`src/rtl/cd_rs_parity_encoder.sv`:
```
// Streaming systematic RS(K+4,K) encoder over GF(2^8) for CD CIRC C1/C2.
// Define CD_PARITY_INVERT_EN to emit parity bytes bitwise inverted.
module cd_rs_parity_encoder #(
   parameter int K = 28
) (
   input  logic       clk,
   input  logic       rst,
   input  logic [7:0] in_data,
   input  logic       in_valid,
   output logic       in_ready,
   output logic [7:0] out_data,
   output logic       out_valid,
   input  logic       out_ready,
   output logic       out_parity,
   output logic       out_last
);

   localparam logic [1:0] ST_DATA   = 2'd0;
   localparam logic [1:0] ST_PARITY = 2'd1;
   localparam logic [1:0] ST_DRAIN  = 2'd2;

   localparam logic [7:0] K_LAST = 8'(K - 1);

`ifdef CD_PARITY_INVERT_EN
   localparam logic [7:0] PAR_MASK = 8'hFF;
`else
   localparam logic [7:0] PAR_MASK = 8'h00;
`endif

   // Shift-and-add multiply mod 0x11D; constant b folds to XOR trees.
   function automatic logic [7:0] gf_mul(
      input logic [7:0] a,
      input logic [7:0] b
   );
      logic [7:0] acc;
      logic [7:0] x;
      acc = 8'h00;
      x   = a;
      for (int i = 0; i < 8; i++) begin
         if (b[i]) acc = acc ^ x;
         x = {x[6:0], 1'b0} ^ (x[7] ? 8'h1D : 8'h00);
      end
      return acc;
   endfunction

   logic [1:0] state_q, state_d;
   logic [7:0] cnt_q, cnt_d;
   logic [1:0] pcnt_q, pcnt_d;
   logic [7:0] r3_q, r3_d;
   logic [7:0] r2_q, r2_d;
   logic [7:0] r1_q, r1_d;
   logic [7:0] r0_q, r0_d;
   logic [7:0] od_q, od_d;
   logic       ov_q, ov_d;
   logic       op_q, op_d;
   logic       ol_q, ol_d;

   logic       out_free;
   logic       rdy;
   logic       accept;
   logic [7:0] fb;
   logic [7:0] par_sel;

   assign out_free = !ov_q || out_ready;
   assign rdy      = !rst && out_free &&
                     (state_q == ST_DATA || state_q == ST_DRAIN);
   assign accept   = in_valid && rdy;
   assign fb       = in_data ^ r3_q;

   always_comb begin
      par_sel = r0_q;
      unique case (pcnt_q)
         2'd0:    par_sel = r3_q;
         2'd1:    par_sel = r2_q;
         2'd2:    par_sel = r1_q;
         default: par_sel = r0_q;
      endcase
   end

   always_comb begin
      state_d = state_q;
      cnt_d   = cnt_q;
      pcnt_d  = pcnt_q;
      r3_d    = r3_q;
      r2_d    = r2_q;
      r1_d    = r1_q;
      r0_d    = r0_q;
      od_d    = od_q;
      ov_d    = ov_q;
      op_d    = op_q;
      ol_d    = ol_q;
      if (accept) begin
         r3_d = r2_q ^ gf_mul(fb, 8'h0F);
         r2_d = r1_q ^ gf_mul(fb, 8'h36);
         r1_d = r0_q ^ gf_mul(fb, 8'h78);
         r0_d = gf_mul(fb, 8'h40);
         od_d = in_data;
         ov_d = 1'b1;
         op_d = 1'b0;
         ol_d = 1'b0;
         if (cnt_q == K_LAST) begin
            cnt_d   = 8'd0;
            state_d = ST_PARITY;
         end else begin
            cnt_d   = cnt_q + 8'd1;
            state_d = ST_DATA;
         end
      end else begin
         case (state_q)
            ST_DATA: begin
               if (out_free) begin
                  ov_d = 1'b0;
                  op_d = 1'b0;
                  ol_d = 1'b0;
               end
            end
            ST_PARITY: begin
               if (out_free) begin
                  od_d   = par_sel ^ PAR_MASK;
                  ov_d   = 1'b1;
                  op_d   = 1'b1;
                  ol_d   = (pcnt_q == 2'd3);
                  pcnt_d = pcnt_q + 2'd1;
                  if (pcnt_q == 2'd3) begin
                     r3_d    = 8'h00;
                     r2_d    = 8'h00;
                     r1_d    = 8'h00;
                     r0_d    = 8'h00;
                     pcnt_d  = 2'd0;
                     state_d = ST_DRAIN;
                  end
               end
            end
            ST_DRAIN: begin
               // Last parity leaves with no new byte behind it.
               if (out_ready) begin
                  ov_d    = 1'b0;
                  op_d    = 1'b0;
                  ol_d    = 1'b0;
                  state_d = ST_DATA;
               end
            end
            default: state_d = ST_DATA;
         endcase
      end
   end

   always_ff @(posedge clk) begin
      if (rst) begin
         state_q <= ST_DATA;
         cnt_q   <= 8'd0;
         pcnt_q  <= 2'd0;
         r3_q    <= 8'h00;
         r2_q    <= 8'h00;
         r1_q    <= 8'h00;
         r0_q    <= 8'h00;
         od_q    <= 8'h00;
         ov_q    <= 1'b0;
         op_q    <= 1'b0;
         ol_q    <= 1'b0;
      end else begin
         state_q <= state_d;
         cnt_q   <= cnt_d;
         pcnt_q  <= pcnt_d;
         r3_q    <= r3_d;
         r2_q    <= r2_d;
         r1_q    <= r1_d;
         r0_q    <= r0_d;
         od_q    <= od_d;
         ov_q    <= ov_d;
         op_q    <= op_d;
         ol_q    <= ol_d;
      end
   end

   assign in_ready   = rdy;
   assign out_data   = rst ? 8'h00 : od_q;
   assign out_valid  = ov_q && !rst;
   assign out_parity = op_q && !rst;
   assign out_last   = ol_q && !rst;

endmodule

```
`config.mk`:
```
export PLATFORM = sky130hd
export DESIGN_NAME = cd_rs_parity_encoder
export DESIGN_NICKNAME = d
export VERILOG_FILES = /design/src/rtl/cd_rs_parity_encoder.sv
export SDC_FILE = /design/constraint.sdc
export NUM_CORES = 1
export LEC_CHECK = 0
export ABC_AREA = 1
export CAP_MARGIN = 20
export CORE_MARGIN = 4
export CORE_UTILIZATION = 37
export DETAILED_ROUTE_END_ITERATION = 12
export PLACE_DENSITY = 0.63
export SLEW_MARGIN = 15
export SYNTH_ARGS = -nofsm -noshare
export SYNTH_HDL_FRONTEND = slang
export SYNTH_SLANG_ARGS = --single-unit
```
`constraint.sdc`:
```
create_clock -name clk -period 2.5 [get_ports clk]
set_input_delay 0.625 -clock clk [delete_from_list [all_inputs] [get_ports clk]]
set_output_delay 0.625 -clock clk [all_outputs]
set_load 0.005 [all_outputs]
```
Word level (Yosys, flattened, before mapping)
Cells that the tools add are included.
W data, S select, Z words.
- word-level logic and storage cells: 116
- input bits: 12
- output and inout bits: 12
- bits in registers: 55
- equal/unequal tests: 14
- $add $sub $neg: 2
- bitwise gates (word level): 20
- reductions and logical operators: 24
- mux-type cells: 45
- operators by type and width (operator ; number):
    $mux W8 ; 24
    $xor A8 B8 Y8 ; 13
    $xor A8 B5 Y8 ; 6
    $mux W5 ; 6
    $pmux W8 S3 ; 1
    $ne A3 B3 Y1 const B ; 4
    $reduce_and A4 Y1 ; 3
    $mux W2 ; 5
    $add A8 B1 Y8 const B ; 1
    $eq A8 B5 Y1 const B ; 1
    $ne A2 B2 Y1 const B ; 4
    $eq A2 B2 Y1 const B ; 3
    $logic_and A1 B1 Y1 ; 6
    $mux W1 ; 6
    $pmux W1 S3 ; 2
    $pmux W2 S3 ; 1
    $reduce_and A3 Y1 ; 2
    $reduce_bool A2 Y1 ; 3
    $eq A2 B1 Y1 const B ; 2
    $logic_not A2 Y1 ; 2
    $reduce_bool A4 Y1 ; 1
    $reduce_bool A3 Y1 ; 1
    $add A2 B1 Y2 const B ; 1
    $logic_not A1 Y1 ; 2
    other kinds (4) ; 5

Depth between registers and ports, before layout
- depth after elaboration: 17
- depth in mapped cells: 14
- depth with buffers taken out: 14

Least setup slack after synthesis
No wires, ideal clock.
- kind: in2reg
- from: in rst
- to: reg r2_q[2]
- setup time: 0.131 ns
- path buffers: 2
- arrival time: 1.734 ns
- stages: 8
- data required time: 2.369 ns
- setup slack: 0.636 ns
- cells stage by stage: buf_2 -> inv_2 -> nand4_2 -> a21oi_2 -> nand2_1 -> buf_2 -> nand2_1 -> a21oi_2
- longest elaborated chain between the ends: 6
- elaborated cells between the ends (all ways): 9
- classes of those cells: mux: 1; reduce/logical: 8
- RTL lines (element ; line ; text):
    start, declared ; 7 ; input logic rst,
    $logic_not A1 Y1 ; 65 ; assign rdy = !rst && out_free &&
    $logic_and A1 B1 Y1 (2 in a row) ; 65 ;
    $logic_and A1 B1 Y1 ; 67 ; assign accept = in_valid && rdy;
    $reduce_bool A2 Y1 (no source line) ; n/a ;
    $reduce_and A3 Y1 (no source line) ; n/a ;
    end signal, assigned ; 166 ; r2_q <= r2_d;
    end, declared ; 50 ; logic [7:0] r2_q, r2_d;
Parallel ways exist; a longest one is shown, timed or not.
A chain may end at the register's enable or synchronous reset.

Worst setup path after layout
- from: in out_ready
- to: out in_ready
- longest elaborated chain between the ends: 3
- RTL lines (element ; line ; text):
    start, declared ; 13 ; input logic out_ready,
    $logic_or A1 B1 Y1 ; 64 ; assign out_free = !ov_q || out_ready;
    $logic_and A1 B1 Y1 (2 in a row) ; 65 ;
    end, declared ; 10 ; output logic in_ready,
Every way passes these cells.

==> impl_metrics.tcl <==
set metrics [dict create \
    status "complete, no violations" \
    synth_fp_nets 623 \
    startpoint_type "input port" \
    die_h_um 109.1 \
    use_met1 0.2523 \
    dr.pass1.iters 5 \
    p_clk_frac 0.201 \
    hold_depth 2 \
    placeableCoreArea_um2 9864 \
    arrival_ns 1.71 \
    critPathMaxStageDelay_ns 0.41 \
    grt_setup_unrepaired "false" \
    die_w_um 109.1 \
    clk_latency_ns 0.32 \
    ys_seq_area_frac 0.2911 \
    period_minus_slack_ns 2.335 \
    synth-seq-cells 55 \
    grt.busiest_layer "met2" \
    path_cells "clkdlybuf4s50_1 -> or2_1 -> inv_1 -> nor3_1 -> dlygate4sd2_1" \
    period_share 0.9340 \
    via_count 3889 \
    slew_violations 0 \
    diodes 0 \
    drive_above_1_share 0.1394 \
    synth_ff_type "dfxtp_1" \
    seq_power_share 0.340 \
    r2r-end "r0_q[2]" \
    worstHoldPathType "flip-flop to flip-flop" \
    crit_type "input port to primary output" \
    reg2reg_from "r3_q[7]" \
    ys_types 38 \
    cp_num_buf_inv 3 \
    synth.avg_cell_area_um2 6.242 \
    switchingPower_mw 1.257 \
    p_leak_nw 1.995 \
    netlist_area_um2 3782 \
    initial_core_util 0.3834 \
    finalPower_mw 3.104 \
    path_clk_slew_ns 0.11 \
    hold_viol 0 \
    holdPathEnd "op_q" \
    timing.fmax_mhz 428.3 \
    rows 36 \
    worst_slew_pin_slew_ns 0.4744 \
    rrSetupSlack_ns 0.71 \
    grt_pass1_wl_mm 17.19 \
    cp.required_ns 1.88 \
    area_delta_synth_final_pct 19.62 \
    cellPowerDensity_nw_per_um2 686.0 \
    grt_pass1_vias 3613 \
    relSlewSlack 0.6837 \
    post_cts_buffers 0 \
    fin_skew_ns 0.007130 \
    detail-route-antenna-nets 0 \
    reg2regPathDepth 12 \
    max-vdd-ir-drop_v 0.0002927 \
    viasPerCell 4.948 \
    wl_mm 10.35 \
    end_kind "primary output" \
    async_flop_share 0 \
    yosysWarnings 0 \
    drv_cap 0 \
    cts.sinks 55 \
    nets 669 \
    cts_made_buffers 5 \
    final_util 0.4587 \
    cp_max_fo 3 \
    grt-ovfl-total 0 \
    portBuffers 23 \
    placed_area_um2 4409 \
    use_met2 0.2974 \
    die_area_um2 11900 \
    htreeDepth 2 \
    internal_power_mw 1.846 \
    ios 24 \
    grt_start_max_net_pins 32 \
    grtUsageTotal 0.1826 \
    synth-edff-count 0 \
    wl_per_cell_um 13.17 \
    crit_path_top_delay_cell "clkdlybuf4s50_1" \
    cts-root-buf "clkbuf_8" \
    combPwrFrac 0.459 \
    finalInstanceArea_um2 4524 \
    setup_viol 0 \
    antenna_found_initial 0 \
    cpLargestDelayFamily "buffers and inverters" \
    syn_inst 606 \
    min-delay-start "op_q" \
    p_sw_frac 0.4051 \
    clockBufferDepth 2 \
    whs_ns 0.4639 \
    gr-usage-met3 0.02546 \
    detail_route.iter0.violations 241 \
    place.gp.congestion 0.9097 \
    dp_hpwl_mm 7.909 \
    cts_tree "done" \
    tns_ns 0 \
    drc 0 \
]
[routing by layer]
layer | vias up | wire length, µm | part of all wire
li1 | 2041 | - | -
met1 | 1747 | 4940 | 0.48
met5 | - | 0 | 0
met3 | 17 | 495 | 0.048
met2 | 84 | 4735 | 0.46
met4 | 0 | 183 | 0.018
[placed cells by master, fill, tap and decap left out, types with 6 or more instances in the layout]
cell type and count:
nand2_1 191, buf_4 31, inv_1 55, inv_2 13
o21ai_0 14, xor2_1 17, nand2_2 23, clkdlybuf4s50_1 21
nand3_1 62, nand4_1 6, nor2_1 36, a21oi_1 65
dfxtp_1 55
[worst min-delay path, delay by kind of cell (launching register included)]
| family | cells | cell delay (ns) |
|---|---|---|
| and+or+nand+nor | 1 | 0.06 |
| AOI/OAI and AO/OA | 1 | 0.05 |
| DFF | 1 | 0.32 |
[synthesized netlist by cell type, drive strengths merged, types with 3 or more instances]
cell type	count	area [µm²]
nand4	7	50.05
xor2	19	181.4
nand2	216	892.1
inv	68	255.3
nor3	3	15.01
nor2	38	152.6
or2	3	18.77
nand3b	3	22.52
a221oi	5	43.79
a21oi	67	342.8
xnor2	6	71.32
dfxtp	55	1101
a311oi	3	26.28
ha	5	62.56
clkbuf	5	18.77
nand3	62	310.3
o21ai	18	90.09
buf	15	78.82
[registers in the layout (all words and copies together), names as in the netlist]
name     flops
r2_q         8
state_q      2
ol_q         1
cnt_q        8
r3_q         8
ov_q         1
r0_q         8
r1_q         8
op_q         1
pcnt_q       2
od_q         8
[metrics by stage]
step,std cells,worst slack [ns]
after global placement,778,-0.08352
final,786,0.1651
after detailed placement,778,-0.07754
after global routing,786,0.08580
after floorplan,606,0.6358
after CTS,786,0.1665
[how the worst max path moves through the flow]
stage,startpoint,end,slack (ns),depth (start not counted)
after floorplan,rst,r2_q[2],0.64,8
after global placement,out_ready,in_ready,-0.08,5
after detailed placement,out_ready,in_ready,-0.08,5
after CTS,out_ready,in_ready,0.17,5
after global routing,in_data[7],r1_q[3],0.09,14
final,out_ready,in_ready,0.17,5
[kinds of logic (layout without fill, tap and decap cells)]
group	count (synthesis)	after routing	share of synthesized area
AND/OR/NAND/NOR	335	335	0.3913
AO/OA/AOI/OAI	96	96	0.1389
flip-flops	55	55	0.2911
XOR/XNOR	25	25	0.06682
buffers and inverters	90	137	0.09527
adder cells (fa/ha/maj)	5	5	0.01654
[area by class of cell]
type | count | area (µm²)
well taps | 133 | 166.4
clock inverters | 3 | 47.55
repair buffers | 59 | 556.8
flip-flops and latches | 55 | 1101
clock buffers | 5 | 68.82
inverters | 70 | 262.8
multi-input cells | 461 | 2321
fillers | 999 | 5340
[power groups by stage]
stage / Sequential, mW / Combinational, mW / Clock (mW)
6_report: 1.05 / 1.43 / 0.624
5_1_grt: 1.07 / 1.61 / 0.688
4_1_cts: 1.05 / 1.42 / 0.647
3_5_place_dp: 1.07 / 1.42 / 0
3_3_place_gp: 1.07 / 1.39 / 0
2_1_floorplan: 1.05 / 1.02 / 0
[timing repair]
action                     4_1_cts  5_1_grt
hold buffers                     0        0
setup endpoints to repair        1        0
resized for setup                1        0
(Power assumes the default switching activity.)
